**src/rtl/uart_pkg.sv**
```systemverilog
// uart_pkg: shared FSM state type and byte geometry for the FIFO-fed UART transmitter.
package uart_pkg;

   typedef enum logic [2:0] {IDLE, WAIT, START, DATA, STOP} uart_tx_state_t;

   localparam int BITS_PER_BYTE = 8;

endpackage

```
**src/rtl/uart_baud_tick.sv**
```systemverilog
// uart_baud_tick: bit-period counter with a one-cycle tick on the last clock of each bit.
module uart_baud_tick #(
   parameter int CLKS_PER_BIT = 868
) (
   input  logic clk,
   input  logic rst,
   input  logic i_clear,
   output logic o_tick
);

   localparam int W = $clog2(CLKS_PER_BIT);
   localparam logic [W-1:0] LAST = W'(CLKS_PER_BIT - 1);

   logic [W-1:0] r_count;

   assign o_tick = (r_count == LAST);

   // Reload on the tick itself so every bit is exactly CLKS_PER_BIT clocks.
   always_ff @(posedge clk) begin
      r_count <= (rst || i_clear || o_tick) ? '0 : r_count + W'(1);
   end

endmodule

```
**src/rtl/fifo_uart_tx.sv**
```systemverilog
// fifo_uart_tx: pops FIFO words and sends each as back-to-back 8N1 frames,
// least-significant byte first.
module fifo_uart_tx
   import uart_pkg::*;
#(
   parameter int DATA_WIDTH   = 16,
   parameter int CLKS_PER_BIT = 868
) (
   input  logic                  clk,
   input  logic                  rst,
   input  logic                  enable,
   input  logic                  fifo_empty,
   input  logic [DATA_WIDTH-1:0] fifo_data,
   output logic                  fifo_read_en,
   output logic                  tx,
   output logic                  busy
);

   localparam int BYTES = DATA_WIDTH / BITS_PER_BYTE;
   localparam int BW    = (BYTES > 1) ? $clog2(BYTES) : 1;
   localparam logic [BW-1:0] LAST_BYTE = BW'(BYTES - 1);
   localparam logic [2:0]    LAST_BIT  = 3'(BITS_PER_BYTE - 1);

   if (DATA_WIDTH % BITS_PER_BYTE != 0 || CLKS_PER_BIT < 2) begin : g_param_check
      $error("fifo_uart_tx: DATA_WIDTH must be a multiple of 8 and CLKS_PER_BIT >= 2");
   end

   uart_tx_state_t        r_state;
   uart_tx_state_t        w_next;
   logic [DATA_WIDTH-1:0] r_shift;
   logic [BW-1:0]         r_byte;
   logic [2:0]            r_bit;
   logic                  r_tx;
   logic                  r_busy;
   logic                  w_tick;
   logic                  w_clear;

   assign fifo_read_en = !rst && (r_state == IDLE) && enable && !fifo_empty;
   assign w_clear      = (r_state == IDLE) || (r_state == WAIT);
   assign tx           = r_tx;
   assign busy         = r_busy;

   uart_baud_tick #(.CLKS_PER_BIT(CLKS_PER_BIT)) u_baud (
      .clk    (clk),
      .rst    (rst),
      .i_clear(w_clear),
      .o_tick (w_tick)
   );

   always_comb begin
      w_next = r_state;
      unique case (r_state)
         IDLE:    w_next = fifo_read_en ? WAIT : IDLE;
         WAIT:    w_next = START;
         START:   w_next = w_tick ? DATA : START;
         DATA:    w_next = (w_tick && r_bit == LAST_BIT) ? STOP : DATA;
         STOP:    w_next = w_tick ? ((r_byte == LAST_BYTE) ? IDLE : START) : STOP;
         default: w_next = IDLE;
      endcase
   end

   always_ff @(posedge clk) begin
      if (rst) begin
         r_state <= IDLE;
         r_tx    <= 1'b1;
         r_busy  <= 1'b0;
         r_bit   <= '0;
         r_byte  <= '0;
         r_shift <= '0;
      end else begin
         r_state <= w_next;
         r_busy  <= (w_next != IDLE);
         // Read data is valid in WAIT, one cycle after the pop.
         if (r_state == WAIT) begin
            r_shift <= fifo_data;
            r_byte  <= '0;
            r_tx    <= 1'b0;
         end else if (w_tick) begin
            unique case (r_state)
               START: begin
                  r_tx    <= r_shift[0];
                  r_shift <= r_shift >> 1;
                  r_bit   <= '0;
               end
               DATA: begin
                  if (r_bit == LAST_BIT) begin
                     r_tx <= 1'b1;
                  end else begin
                     r_tx    <= r_shift[0];
                     r_shift <= r_shift >> 1;
                     r_bit   <= r_bit + 3'd1;
                  end
               end
               STOP: begin
                  if (w_next == START) begin
                     r_byte <= r_byte + BW'(1);
                     r_tx   <= 1'b0;
                  end
               end
               default: ;
            endcase
         end
      end
   end

endmodule

```
**config.mk**
```make
export PLATFORM = sky130hd
export DESIGN_NAME = fifo_uart_tx
export DESIGN_NICKNAME = d
export VERILOG_FILES = /design/src/rtl/uart_pkg.sv /design/src/rtl/uart_baud_tick.sv /design/src/rtl/fifo_uart_tx.sv
export SDC_FILE = /design/constraint.sdc
export NUM_CORES = 1
export LEC_CHECK = 0
export ABC_AREA = 1
export BUFFER_PORTS_ARGS = -buffer_cell sky130_fd_sc_hd__buf_2
export CAP_MARGIN = 30
export CELL_PAD_IN_SITES_DETAIL_PLACEMENT = 1
export CELL_PAD_IN_SITES_GLOBAL_PLACEMENT = 1
export CORE_ASPECT_RATIO = 0.7
export CORE_UTILIZATION = 30
export DETAILED_ROUTE_END_ITERATION = 8
export GPL_TIMING_DRIVEN = 0
export PLACE_DENSITY_LB_ADDON = 0.1
export SLEW_MARGIN = 15
export SYNTH_ARGS = -nofsm -noshare
export SYNTH_HDL_FRONTEND = slang
export SYNTH_SLANG_ARGS = --single-unit
```
**constraint.sdc**
```tcl
create_clock -name clk -period 1.8 [get_ports clk]
set_clock_uncertainty 0.1 [all_clocks]
set_input_delay 0.27 -clock clk [delete_from_list [all_inputs] [get_ports clk]]
set_output_delay 0.27 -clock clk [all_outputs]
set_load 0.02 [all_outputs]
```
### Word level (Yosys, flattened, before mapping)

Cells that the tools add are included.

| word-level totals | value |
|---|---|
| register bits after elaboration | 35 |
| output and inout bits | 3 |
| logic and storage cells | 58 |

| operators by class | value |
|---|---|
| add/sub/neg operators | 3 |
| equality and inequality tests | 10 |
| mux-type cells | 17 |
| bitwise operators | 1 |
| reduce and logical (&&, ||, !) cells | 20 |

Operators by type and width:

| cell | count |
|---|---|
| two-way mux 16 bit | 3 |
| one-hot mux 16 bit (2 select lines) | 1 |
| one-hot mux 3 bit (5 select lines) | 1 |
| adder 10 x 1 -> 10 bit (second input constant) | 1 |
| equality test 10 bit (second input constant) | 1 |
| equality test 3 x 2 -> 1 bit (second input constant) | 3 |
| two-way mux 3 bit | 3 |
| AND reduction 3 bit | 3 |
| equality test 3 bit (second input constant) | 2 |
| two-way mux 1 bit | 6 |
| inequality test 3 bit (second input constant) | 2 |
| one-hot mux 3 bit (2 select lines) | 1 |
| nonzero test 3 bit | 2 |
| logical AND 1 bit | 4 |
| AND reduction 4 bit | 1 |
| nonzero test 2 bit | 2 |
| nonzero test 4 bit | 1 |
| adder 3 x 1 -> 3 bit (second input constant) | 1 |
| equality test 3 x 1 -> 1 bit (second input constant) | 1 |
| logical NOT 3 bit | 1 |
| logical OR 1 bit | 3 |
| one-hot mux 1 bit (3 select lines) | 1 |
| logical NOT 1 bit | 2 |
| two-way mux 2 bit | 1 |
| 4 further kinds | 4 |

### Logic depth before layout (Yosys ltp)

Gate-level depths: netlist of run 1.

| logic depth | value |
|---|---|
| depth in word-level cells | 11 |
| mapped depth | 10 |

### Cells and area by module

A second synthesis of run 1 with hierarchy kept.

| unflattened totals | value |
|---|---|
| cells, all modules | 261 |
| area total of the unflattened synthesis | 1,801.7 µm² |

By module, submodules not included:

| module | instances | cells an instance | area each (µm²) |
|---|---|---|---|
| fifo_uart_tx | 1 | 198 | 1,313.8 |
| uart_baud_tick | 1 | 63 | 488.0 |

### Least setup slack after synthesis of run 1

Ideal clock, no wire load.

| path | value |
|---|---|
| path kind | register to register |
| start point | reg u_baud.r_count[0] |
| end point | reg r_shift[11] |
| setup time | 114 ps |
| data arrival time | 1,271 ps |
| slack | 316 ps |
| stages on the path, launching flop included | 10 |
| path buffers | 1 |
| period minus slack after synthesis | 1,484 ps |
| path through | dfxtp_1 -> ha_1 -> nand2_1 -> nor2_4 -> nand2_4 -> nand2_8 -> nand2_8 -> buf_6 -> o21ai_1 -> nor2_2 |

| between the ends | value |
|---|---|
| longest elaborated chain between the ends | 3 |

Ends and longest elaborated chain:

| item | line | source |
|---|---|---|
| start: declaration | uart_baud_tick.sv:14 | `logic [W-1:0] r_count;` |
| start signal: assignment | uart_baud_tick.sv:20 | `r_count <= (rst \|\| i_clear \|\| o_tick) ? '0 : r_count + W'(1);` |
| equality test 10 bit | uart_baud_tick.sv:16 | `assign o_tick = (r_count == LAST);` |
| nonzero test 2 bit (no line) | -- |  |
| AND reduction 3 bit (no line) | -- |  |
| end signal: assignment | fifo_uart_tx.sv:75 | `r_shift <= fifo_data;` |
| end signal: assignment | fifo_uart_tx.sv:82 | `r_shift <= r_shift >> 1;` |
| end signal: assignment | fifo_uart_tx.sv:90 | `r_shift <= r_shift >> 1;` |
| end: declaration | fifo_uart_tx.sv:30 | `logic [DATA_WIDTH-1:0] r_shift;` |

No other way between the ends.
A chain may end at the register's enable or synchronous reset.

### Worst setup path in the final report of run 1

| path | value |
|---|---|
| start point | reg u_baud.r_count[0] |
| end point | reg r_shift[10] |

Same word-level chain as after synthesis.

==> metrics, run 1 <==
Mapped Area 1850 sq um; fin nets 309; synthesized area per cell 7.22 sq um; setup TNS 0 ps; Max stage delay on crit path 350 ps; CP endpoint kind flip-flop; number of global-route vias before repair 1552; Post-Syn Nets 280; Yosys warnings 0; vias per std cell 4.32; core area 5840 sq um; max-cap violations 0; largest net degree at the start of global routing 14; grt ovf 0; worst-path fanout max 10; # clock sinks 35; Switching Power 385 uW; Post-Route WL 4140 um; Combinational Power Share 6.4%; Worst Hold Class in -> reg; unrepaired setup endpoints after global routing no; r2r setup slk 160 ps; Crit path required time 1890 ps; total track usage 14.7%; # rows 23; outcome complete, no violations; initial antenna violation count 0; Max-Slew Margin vs Limit 80.1%; # diodes 0; WL per Instance 11.4 um; gp weighted congestion 0.753; register area share after synthesis 37.8%; # setup viols final 0; total CTS buffers 5; hold endpoint r_shift[15]; antenna viol nets, final 0; fin. max-slew vios 0; Syn-to-layout area delta 17.9%; Die Height 67.8 um; r2r startpoint u_baud.r_count[0]; # DRC 0; Pwr per Cell Area 744 nW/um^2; H-Tree Depth 2; clock-pin slew on the worst setup and hold paths 80 ps; first-pass GRT wire length 7120 um; Synth Register Bits 35; worst-margin pin slew 297 ps; TritonRoute pass-1 iters 4; die area 6500 sq um; Critical Path Start Type flip-flop; worst skew pair latency 300 ps; fmax 0.611 GHz; CP Depth 9; Clk pwr share 45.3%; Crit path top cell by count nand2_8; r2r worst-path depth 9; Seq pwr share 48.3%; post-synth top area share 37.8%; CTS tree done; Final Cycle Share 91.0%; maximum vdd ir drop 0.000330 V; I/O pin total 23; die width 96.0 um; Vias 1565; Sw Ratio 23.7%; min Tclk post-route 1640 ps; worst hold stages 2; layout cells sized above 1 27.2%; synth top area cells dfxtp_1 38%, nand2_1 14%, nor2_1 7.3%, inv_1 5.1%, nor2_2 4.4%; CP cell instances ha_2 > nand2_1 > nor2_4 > nand2_4 > nand2_8 > nand2_8 > buf_6 > o21ai_1 > nor2_1; Mapped Cells 257; Pint 1.24 mW; Crit-path slowest cell dfxtp_2; leakage 1.00 nW; CP bufs+invs 1; r2r endpoint r_shift[10]; post-synth cell types 31; WP data arrival 1720 ps; Root Buffer clkbuf_8; Port Buf Inserts 22; Max clock buf depth 2; number of hold violations in the final report 0; initial drt markers 23; leading area contributor after synthesis dfxtp_1; final hold slack 120 ps; Worst Hold Launch rst; Top Family by Delay on Critical Path simple AND/OR/NAND/NOR gates; crit path kind reg -> reg; hpwl dp 3090 um; Starting Density 31.7%
-- registers in the layout (all words and copies together) (netlist names) --
name / cells
r_shift: 16
u_baud.r_count: 10
r_bit: 3
r_state: 3
busy: 1
r_byte: 1
tx: 1
-- cell families (layout without fill, tap and decap cells) --
logic type                 after synthesis  after routing  share of synthesized area (%)
buffers and inverters                   37             67                           10.3
AOI/OAI and AO/OA                       26             26                           7.49
and+or+nand+nor                        152            152                           40.5
adders and majority gates                3              3                           2.02
DFF                                     35             35                           37.8
xor gates and xnor gates                 4              4                           1.89
-- per-stage QoR --
| step | utilization (%) | instance area [sq um] | power [mW] | std cells | setup slack [ps] |
|---|---|---|---|---|---|
| final | 37.4 | 2190 | 1.63 | 362 | 162 |
| after global routing | 37.4 | 2190 | 1.70 | 362 | 2.04 |
| after CTS | 37.2 | 2170 | 1.66 | 362 | 80.1 |
| after detailed placement | 35.2 | 2060 | 0.909 | 354 | 105 |
| after global placement | 35.2 | 2060 | 0.908 | 354 | 125 |
| after floorplan | - | 1850 | 0.868 | 257 | 316 |
-- how the worst max path moves through the flow --
stage                      startpoint           end  slack [ps]
floorplan           u_baud.r_count[0]   r_shift[11]         320
global route        u_baud.r_count[1]    r_shift[6]           2
global placement    u_baud.r_count[0]      r_bit[0]         120
finish              u_baud.r_count[0]   r_shift[10]         160
detailed placement  u_baud.r_count[0]      r_bit[0]         100
CTS                        r_state[0]  fifo_read_en          80
-- per-layer routing --
layer / up-vias / wire (um) / share of wire, % / GRT usage (%)
li1: 852 / - / - / -
met1: 690 / 2430 / 59 / 20.5
met2: 19 / 1540 / 37 / 21.4
met3: 4 / 131 / 3.2 / 4.39
met4: 0 / 44 / 1.1 / 5.04
met5: - / 0 / 0 / 0
-- power groups by stage --
stage	sequential, mW	clock [mW]	combinational, mW
floorplan	0.806	0	0.0619
detailed placement	0.805	0	0.105
global placement	0.805	0	0.104
finish	0.787	0.737	0.104
CTS	0.787	0.771	0.105
global route	0.788	0.792	0.121
-- area by class of cell --
| cell class | count | area, sq um |
|---|---|---|
| Inverter | 30 | 123 |
| Sequential cell | 35 | 702 |
| Clock inverter | 3 | 47.5 |
| Clock buffer | 5 | 68.8 |
| Multi-Input combinational cell | 185 | 973 |
| Buffer | 7 | 68.8 |
| Tap cell | 75 | 93.8 |
| Fill cell | 748 | 3650 |
| Timing Repair Buffer | 22 | 110 |
-- cells in the mapped netlist, drive strengths merged --
library cell	n
a21oi	4
nor3	2
buf	7
nand2	77
a211oi	1
xor2	3
nor3b	1
dfxtp	35
nor2	55
xnor2	1
nand4	2
inv	30
nand3	13
and2	1
o21bai	1
o21ai	20
ha	3
nand3b	1
-- cell usage in the layout, fill, tap and decap left out, drive strengths merged, types with 3 or more instances in the layout --
cell type,Yosys,layout
nor2,55,55
xor2,3,3
ha,3,3
nand3,13,13
inv,30,31
o21ai,20,20
a21oi,4,4
nand2,77,77
dfxtp,35,35
buf,7,29
clkbuf,0,5
-- timing repair --
item,in CTS,in global routing
gates resized for setup,0,6
hold endpoints to repair,0,0
buffers inserted,0,0
endpoints found under the setup margin,0,7
hold buffers,0,0
(Power assumes the default switching activity.)
==> inputs of run 2 (changes only) <==
Settings changed: SYNTH_HIERARCHICAL set to 1.
==> run 2 against run 1 <==
Net effect: first-iteration DRC count rose by 78%; critical path depth up 3; hold slack better by 33 ps; synthesized cell count increased by 1.6%; largest power group unchanged; global-route usage rose by 1.5 points; flip-flop and latch count unchanged; total power rose by 0.97%; via count rose by 7.3%; final cell count is 3.9% higher; core utilization is 2.6 points higher.
==> metrics, run 2 <==
# diodes 0 (unchanged); CP endpoint kind flip-flop; # clock sinks 35 (unchanged); number of hold violations in the final report 0 (unchanged); Port Buf Inserts 22 (unchanged); outcome complete, no violations; layout cells sized above 1 28.9% (+1.7 points); Top reg by flops r_shift; gp weighted congestion 0.749 (-0.56%); Die Height 66.8 um (-1.4%); Post-Syn Nets 284 (+1.4%); CTS tree done; Post-Route WL 4570 um (+10%); EDFF count, synth 0 (unchanged); number of flip-flops in the largest register 16 (unchanged); leakage 1.07 nW (+7.2%); min Tclk post-route 1680 ps (+46.2 ps); post-synth top area share 38.9% (+1.1 points); Mapped Area 1800 sq um (-2.8%); TritonRoute pass-1 iters 4 (unchanged); H-Tree Depth 2 (unchanged); post-synth cell types 27 (-13%); Largest regs r_shift (16), u_baud/r_count (10); Syn-to-layout area delta 27.8%; worst skew pair latency 290 ps (about the same); fin worst setup slack 116 ps (-46.2 ps); max-cap violations 0 (unchanged); # setup viols final 0 (unchanged); dpl ws -244 ps (-348 ps); Synth async-reset ratio 0% (unchanged); # DRC 0 (unchanged); synth top area cells dfxtp_1 39%, nand2_1 16%, nor2_1 11%, inv_1 4.6%, buf_6 3.1%; Yosys warnings 6 (+6); most frequent cells in the layout 73 x nand2_1, 46 x nor2_1, 31 x dfxtp_1; synth cell count leaders 76 x nand2_1, 52 x nor2_1, 35 x dfxtp_1, 22 x inv_1, 10 x nand3_1; commonest non-fill, non-tap cell in the layout nand2_1; number of global-route vias before repair 1583 (+2.0%); total CTS buffers 5 (unchanged); total track usage 16.2% (+1.5 points); Max clock buf depth 2 (unchanged); core area 5760 sq um (-1.5%); synthesized area per cell 6.90 sq um (-4.3%); I/O pin total 23 (unchanged); Root Buffer clkbuf_8; WL per Instance 12.2 um (+6.4%); # rows 23 (unchanged); fmax 0.594 GHz (-2.7%); worst-margin pin slew 498 ps (+201 ps); Vias 1680 (+7.3%); initial antenna violation count 0 (unchanged); fin. max-slew vios 0 (unchanged); Final Power 1.64 mW (+0.97%); vias per std cell 4.47 (+3.4%); antenna viol nets, final 0 (unchanged); fin nets 323 (+4.5%); register area share after synthesis 38.9% (+1.1 points); Max-Slew Margin vs Limit 66.8% (-13 points); maximum vdd ir drop 0.000268 V (-19%); WP data arrival 1810 ps (+90 ps); die area 6320 sq um (-2.8%); first-pass GRT wire length 7590 um (+6.6%); die width 94.6 um (-1.4%); grt ovf 0 (unchanged); largest net degree at the start of global routing 12 (-2); Worst Hold Class in -> reg; leading area contributor after synthesis dfxtp_1; Starting Density 31.3% (-0.44 points); Pwr per Cell Area 714 nW/um^2 (-4.1%); hpwl dp 3090 um (about the same); Critical Path Start Type flip-flop; worst-path fanout max 6 (-4); Crit path required time 1930 ps (+40 ps); Synth Flop Type dfxtp_1; Hold-fix buffers, CTS 0 (unchanged); Mapped Cells 261 (+1.6%); initial drt markers 41 (+78%); Synth Register Bits 35 (unchanged); Final Cycle Share 93.5% (+2.6 points); crit path kind reg -> reg; clock-pin slew on the worst setup and hold paths 80 ps (about the same); count leader, synth nand2_1
-- run 2: changes by cell type after synthesis, sizes merged, moves of 2 or more --
cell    previous run  this run
nand2             77        82
a21oi              4        10
clkbuf             0         2
o21ai             20        18
nor2              55        58
a31oi              0         3
inv               30        23
-- run 2: cell families after synthesis --
group / synth area share (%)
AO/OA/AOI/OAI: 9.86
adder cells (fa/ha/maj): 2.08
AND/OR/NAND/NOR: 38.3
XOR/XNOR: 1.94
flip-flops: 38.9
buffers and inverters: 8.89
-- run 2: per-layer routing --
| layer | routed length [um] | vias up | GRT usage, % |
|---|---|---|---|
| met5 | 0 | - | 0 |
| met4 | 48 | 0 | 5.68 |
| met3 | 114 | 4 | 3.77 |
| met2 | 1970 | 15 | 24.0 |
| met1 | 2440 | 769 | 22.7 |
| li1 | - | 892 | - |
-- run 2: per-stage QoR --
step | util (%) | std cells | hold WS (ps) | setup TNS, ps | area [sq um]
final | 40.0 | 376 | 153 | 0 | 2300
after global routing | 40.0 | 376 | 146 | -21.6 | 2300
after CTS | 39.1 | 374 | 142 | 0 | 2250
after detailed placement | 35.1 | 358 | 348 | -3120 | 2020
after global placement | 35.1 | 358 | 338 | -3170 | 2020
after floorplan | - | 261 | 317 | 0 | 1810
-- run 2: final timing paths --
kind	endpoint	cells past startpoint	slack (ps)	startpoint
setup / recovery	r_shift[0]	12	120	u_baud/r_count[1]
hold / removal	r_shift[15]	3	150	fifo_data[15]
setup reg to reg	r_shift[0]	12	120	u_baud/r_count[1]
hold reg to reg	r_shift[15]	2	370	r_shift[15]
-- run 2: what timing repair did --
action / in CTS / in global routing
gates resized for setup: 15 / 15
endpoints found under the setup margin: 19 / 20
setup buffers: 7 / 3
gates cloned: 1 / 0
pin swaps: 7 / 7
-- run 2: final cells by class --
| type | count | area, sq um |
|---|---|---|
| fillers | 738 | 3450 |
| multi-input cells | 195 | 1010 |
| flip-flops and latches | 35 | 706 |
| repair buffers | 33 | 213 |
| inverters | 23 | 96.3 |
| well taps | 75 | 93.8 |
| clock buffers | 6 | 82.6 |
| plain buffers | 7 | 65.1 |
| clock inverters | 2 | 35.0 |
-- run 2: worst max-delay path: stages, from the launching register on --
cell and delay [ps]:
dfxtp_2 360, ha_4 150, nand2_4 60, nor2_4 80, nand3_2 100, inv_4 110
inv_4 50, nand2_4 70, nand2_2 60, nor2_4 150, buf_6 150, o21ai_2 60
nor2_1 130
-- run 2: where the power goes --
group          internal (mW)  leakage, nW  switching (mW)
sequential             0.780        0.284         0.00642
clock                  0.449       0.0612           0.309
combinational         0.0417        0.729          0.0575
total                   1.27         1.07           0.373
